## config.mk

```make
export PLATFORM = sky130hd
export DESIGN_NAME = add_sub_serial_p_flat
export DESIGN_NICKNAME = d
export VERILOG_FILES = /design/src/rtl/add_sub_serial_p_if.sv /design/src/rtl/add_sub_serial_p.sv /design/src/flat_wrapper.sv
export SDC_FILE = /design/constraint.sdc
export NUM_CORES = 1
export LEC_CHECK = 0
export CAP_MARGIN = 5
export CORE_MARGIN = 2
export CORE_UTILIZATION = 50
export CTS_CLUSTER_SIZE = 25
export DETAILED_ROUTE_END_ITERATION = 10
export PLACE_DENSITY = 0.79
export SETUP_SLACK_MARGIN = 0.2
export SLEW_MARGIN = 10
export SYNTH_ARGS = -nofsm -noshare
export SYNTH_HDL_FRONTEND = slang
export SYNTH_SLANG_ARGS = --single-unit
export TNS_END_PERCENT = 100
```

## constraint.sdc

```tcl
create_clock -name clk -period 1.53 [get_ports clk]
set_input_delay 0.306 -clock clk [delete_from_list [all_inputs] [get_ports clk]]
set_output_delay 0.306 -clock clk [all_outputs]
set_load 0.005 [all_outputs]
```

## src/rtl/add_sub_serial_p_if.sv

```systemverilog
// add_sub_serial_p_if: start/mode/operand request and result/status bundle for add_sub_serial_p
interface add_sub_serial_p_if #(parameter int WIDTH = 8);
   logic en, sub, ready, done, cout, ovf;
   logic [WIDTH-1:0] a, b, out;
   modport master (output en, sub, a, b, input ready, done, out, cout, ovf);
   modport slave (input en, sub, a, b, output ready, done, out, cout, ovf);
endinterface

```

## src/rtl/add_sub_serial_p.sv

```systemverilog
// add_sub_serial_p: digit-serial adder/subtractor, DIGIT bits per clock, with carry/overflow flags and ready/done handshake
module add_sub_serial_p #(
   parameter int WIDTH = 8,
   parameter int DIGIT = 1
) (
   input logic clk,
   input logic rst,
   add_sub_serial_p_if.slave bus
);
   localparam int N = WIDTH / DIGIT;
   localparam int CW = N > 1 ? $clog2(N) : 1;
   if (WIDTH < 2 || DIGIT < 1 || WIDTH % DIGIT != 0) begin : g_bad
      $error("add_sub_serial_p: WIDTH must be >= 2 and a multiple of DIGIT");
   end
   typedef enum logic [1:0] {IDLE, ADD, DONE} state_t;
   state_t state, state_nxt;
   logic [WIDTH-1:0] a_reg, b_reg, out_r, out_nxt;
   logic [CW-1:0] count;
   logic [DIGIT:0] d;
   logic carry, cout_r, ovf_r, a_msb, b_msb, start, last;
   assign d = {1'b0, a_reg[DIGIT-1:0]} + {1'b0, b_reg[DIGIT-1:0]} + {{DIGIT{1'b0}}, carry};
   assign start = bus.en && state != ADD;
   assign last = state == ADD && count == CW'(N - 1);
   if (DIGIT == WIDTH) begin : g_one
      assign out_nxt = d[DIGIT-1:0];
   end else begin : g_shift
      assign out_nxt = {d[DIGIT-1:0], out_r[WIDTH-1:DIGIT]};
   end
   assign bus.ready = state != ADD;
   assign bus.done = state == DONE;
   assign bus.out = out_r;
   assign bus.cout = cout_r;
   assign bus.ovf = ovf_r;
   // state register
   always_ff @(posedge clk)
      state <= rst ? IDLE : state_nxt;
   // a new request wins in IDLE/DONE; the last digit retires ADD into DONE
   always_comb
      state_nxt = start ? ADD : last ? DONE : state;
   // capture operands on start, then consume one digit per ADD cycle
   always_ff @(posedge clk) begin
      if (rst) begin
         a_reg <= '0;
         b_reg <= '0;
         out_r <= '0;
         count <= '0;
         carry <= 1'b0;
         cout_r <= 1'b0;
         ovf_r <= 1'b0;
         a_msb <= 1'b0;
         b_msb <= 1'b0;
      end else if (start) begin
         a_reg <= bus.a;
         b_reg <= bus.sub ? ~bus.b : bus.b;
         carry <= bus.sub;
         out_r <= '0;
         count <= '0;
         cout_r <= 1'b0;
         ovf_r <= 1'b0;
         a_msb <= bus.a[WIDTH-1];
         b_msb <= bus.b[WIDTH-1] ^ bus.sub;
      end else if (state == ADD) begin
         out_r <= out_nxt;
         a_reg <= a_reg >> DIGIT;
         b_reg <= b_reg >> DIGIT;
         carry <= d[DIGIT];
         count <= count + 1'b1;
         if (last) begin
            cout_r <= d[DIGIT];
            ovf_r <= (a_msb == b_msb) && (d[DIGIT-1] != a_msb);
         end
      end
   end
endmodule
```

## src/flat_wrapper.sv

```systemverilog
// flat-port wrapper written by rule: the top's interface ports become plain ports
module add_sub_serial_p_flat 
#(
   parameter int WIDTH = 8,
   parameter int DIGIT = 1
)
  (clk, rst, bus_en, bus_sub, bus_a, bus_b, bus_ready, bus_done, bus_out, bus_cout, bus_ovf);
  add_sub_serial_p_if #(.WIDTH(WIDTH)) bus_i ();
  input logic clk;
  input logic rst;
  input wire logic [$bits(bus_i.en)-1:0] bus_en;
  input wire logic [$bits(bus_i.sub)-1:0] bus_sub;
  input wire logic [$bits(bus_i.a)-1:0] bus_a;
  input wire logic [$bits(bus_i.b)-1:0] bus_b;
  output wire logic [$bits(bus_i.ready)-1:0] bus_ready;
  output wire logic [$bits(bus_i.done)-1:0] bus_done;
  output wire logic [$bits(bus_i.out)-1:0] bus_out;
  output wire logic [$bits(bus_i.cout)-1:0] bus_cout;
  output wire logic [$bits(bus_i.ovf)-1:0] bus_ovf;
  assign bus_i.en = bus_en;
  assign bus_i.sub = bus_sub;
  assign bus_i.a = bus_a;
  assign bus_i.b = bus_b;
  assign bus_ready = bus_i.ready;
  assign bus_done = bus_i.done;
  assign bus_out = bus_i.out;
  assign bus_cout = bus_i.cout;
  assign bus_ovf = bus_i.ovf;
  add_sub_serial_p #(.WIDTH(WIDTH), .DIGIT(DIGIT)) u_core (.clk(clk), .rst(rst), .bus(bus_i));
endmodule
```

==> results.txt <==
Leakage power: 0.998 nW
Seq/Total Area, Yosys: 45.1%
Pwr Total: 2.31 mW
Hpwl dp: 2120 microns
Hold Fails Final Rpt: 0
Max Used Layer: met4
CP arrival: 1.77 ns
Top-area cell type share of the netlist area: 45.1%
Critical path peak fanout: 7
WL per Instance: 18.9 microns
Setup Crit Path Kind: register to register
Total of max-cap violations: 0
Worst hold path type: register to register
Final setup margin: -0.0508 ns
Worst Skew: 0.0167 ns
Die ar.: 3480 sq um
Yosys reg bits: 34
1st-iter DRT viols: 116
Filler cell count: 123
Layout cells sized above 1: 40.9%
IO Pins: 32
Largest net degree at the start of global routing: 32
H-tree levels: 2
Initial Util: 53.8%
Worst slew pin tran: 0.511 ns
Post-Route WL: 4840 microns
Min-delay src: u_core.bus.out[1]
R2r setup slk: -0.05 ns
Worst-path clk slew: 0.11 ns
Worst hold path endpoint: u_core.bus.out[0]
Post-synth top area cell: dfxtp_1
Routed Antenna Nets: 0
Total track usage: 23.4%
Clock tree buffer depth: 2
Cell area after synthesis: 1510 sq um
Status: finished with violations
Core Footprint: 2810 sq um
Crit share post-route: 103%
Maximum vdd ir drop: 1060 uV
Worst hold path depth: 2
CP required: 1.72 ns
Post-synth cell types: 26
Count leader, synth: dfxtp_1
Routed vias: 1505
Reg2reg start: u_core.state[0]
Vias in the first global route: 1299
TritonCTS buffer count: 5
ANT cells: 0
CTS tree: done
WHS: 0.467 ns
Dpl cells: 227
Post-layout instance area: 2450 sq um
Area delta synth->final: 62.1%
Failing checks: design-rule violations, negative setup slack
Place WS: -0.00681 ns
RD Place Congestion: 0.724
Final Util: 87.2%
GR Overflow Total: 0
Mapped Avg Cell Area: 8.94 sq um
Root Driver: clkbuf_4
Die Width: 59.0 microns
CP Capture Type: register
DRC Markers: 2
Vias per inst: 5.88
Top cells by instance count after synthesis: 34 x dfxtp_1, 28 x nand2_1, 20 x nor2_1
Sink Count: 34
Top post-synthesis cells by area: dfxtp_1 45%, nand2_1 7.0%, mux2i_1 6.0%, xnor2_1 5.2%, a21oi_1 5.0%
Row count: 19
Synth Net Count: 192
Placed Area: 1900 sq um
Async set-reset flop share out of synthesis: 0%
Clock Latency Late Sink: 0.35 ns
Peak Freq: 633 MHz
Pwr dens: 942 nW/um^2
Rel. slew slack: 65.1%
Fin. max-slew vios: 0
Fin cells: 256
Hold buffers post-CTS: 0
Setup TNS Final: -0.0508 ns
Area occupied by multi-input gates: 915 sq um
Reg2Reg Depth: 6
M1 WL: 1820 microns
RSZ-0062 raised after global routing: true
Sequential cell area: 698 sq um
Mapped Cells: 169
Post-synth EDFFs: 0
R2R Path End: u_core.b_reg[7]
IO Port Bufs: 31
Nature of the critical path startpoint: register
Final setup vio count: 1
Router iterations before antenna repair: 7
Crit path time final: 1.58 ns
Top FF cell, synth: dfxtp_1
Layout Nets: 247
Routed met2 length: 2550 microns
Synthesis warning total: 0
First-pass GRT wire length: 5910 microns
Initial antenna violation count: 0
Routed wl met3: 322 microns
Die height: 59.0 microns
## logic make-up (layout without fill, tap and decap cells)
family | Yosys count | in the layout | share of synthesized area, %
flip-flops | 34 | 34 | 45.1
XOR/XNOR | 9 | 9 | 5.22
multiplexers | 9 | 9 | 5.97
adder cells (fa/ha/maj) | 3 | 3 | 2.98
buffers and inverters | 15 | 71 | 5.05
AO/OA/AOI/OAI | 44 | 44 | 20.5
AND/OR/NAND/NOR | 55 | 55 | 15.2
## final cells by class
class | count | area share [%]
Clock buffer | 6 | 2.10
Clock inverter | 2 | 2.45
Inverter | 2 | 0.307
Multi-Input combinational cell | 120 | 37.4
Sequential cell | 34 | 28.5
Tap cell | 31 | 1.58
Timing Repair Buffer | 61 | 27.7
## metal layers
metal | vias to the layer above | GRT usage, %
met3 | 15 | 5.93
met5 | - | 0
li1 | 688 | -
met1 | 728 | 25.7
met2 | 74 | 42.4
met4 | 0 | 9.74
## critical path: stages, from the launching register on
cell	delay, ns
dfxtp_2	0.37
nor2b_4	0.13
buf_4	0.13
buf_6	0.11
buf_12	0.13
buf_8	0.13
a2111oi_0	0.41
## worst max-delay path by stage
stage                    start              end  slack (ns)  cells after the start
3_5_place_dp            bus_en  u_core.state[1]      -0.007                      5
4_1_cts        u_core.state[1]        bus_ready        0.11                      4
3_3_place_gp            bus_en  u_core.count[0]        0.01                      5
2_1_floorplan     u_core.carry   u_core.bus.ovf        0.32                      3
6_report       u_core.state[0]  u_core.b_reg[7]       -0.05                      6
5_1_grt        u_core.state[0]  u_core.b_reg[7]       -0.09                      6
## cell usage in the layout (no fill, tap or decap), types with 2 or more instances in the layout
cell type,n
a211o_1,7
a211oi_2,8
a21oi_1,5
a21oi_2,15
a21oi_4,3
buf_12,6
buf_2,2
buf_4,15
buf_6,5
bufinv_16,2
clkbuf_4,5
clkdlybuf4s50_1,19
dfxtp_1,22
dfxtp_2,11
dlygate4sd2_1,10
ha_1,2
mux2i_1,9
nand2_1,27
nand3b_1,2
nor2_1,12
nor2_2,4
nor2_4,4
xnor2_1,9
## power by group
part	total [mW]	switching [mW]	internal, mW
Clock	0.868	0.315	0.553
Combinational	0.469	0.211	0.258
Sequential	0.969	0.0381	0.931
## what timing repair did
action / 4_1_cts / 5_1_grt
pin swaps: 2 / 10
setup buffers: 12 / 5
cloned: 2 / 2
endpoints found under the setup margin: 25 / 32
gates resized for setup: 37 / 44
Note: power is estimated with default switching activity, not from simulation.
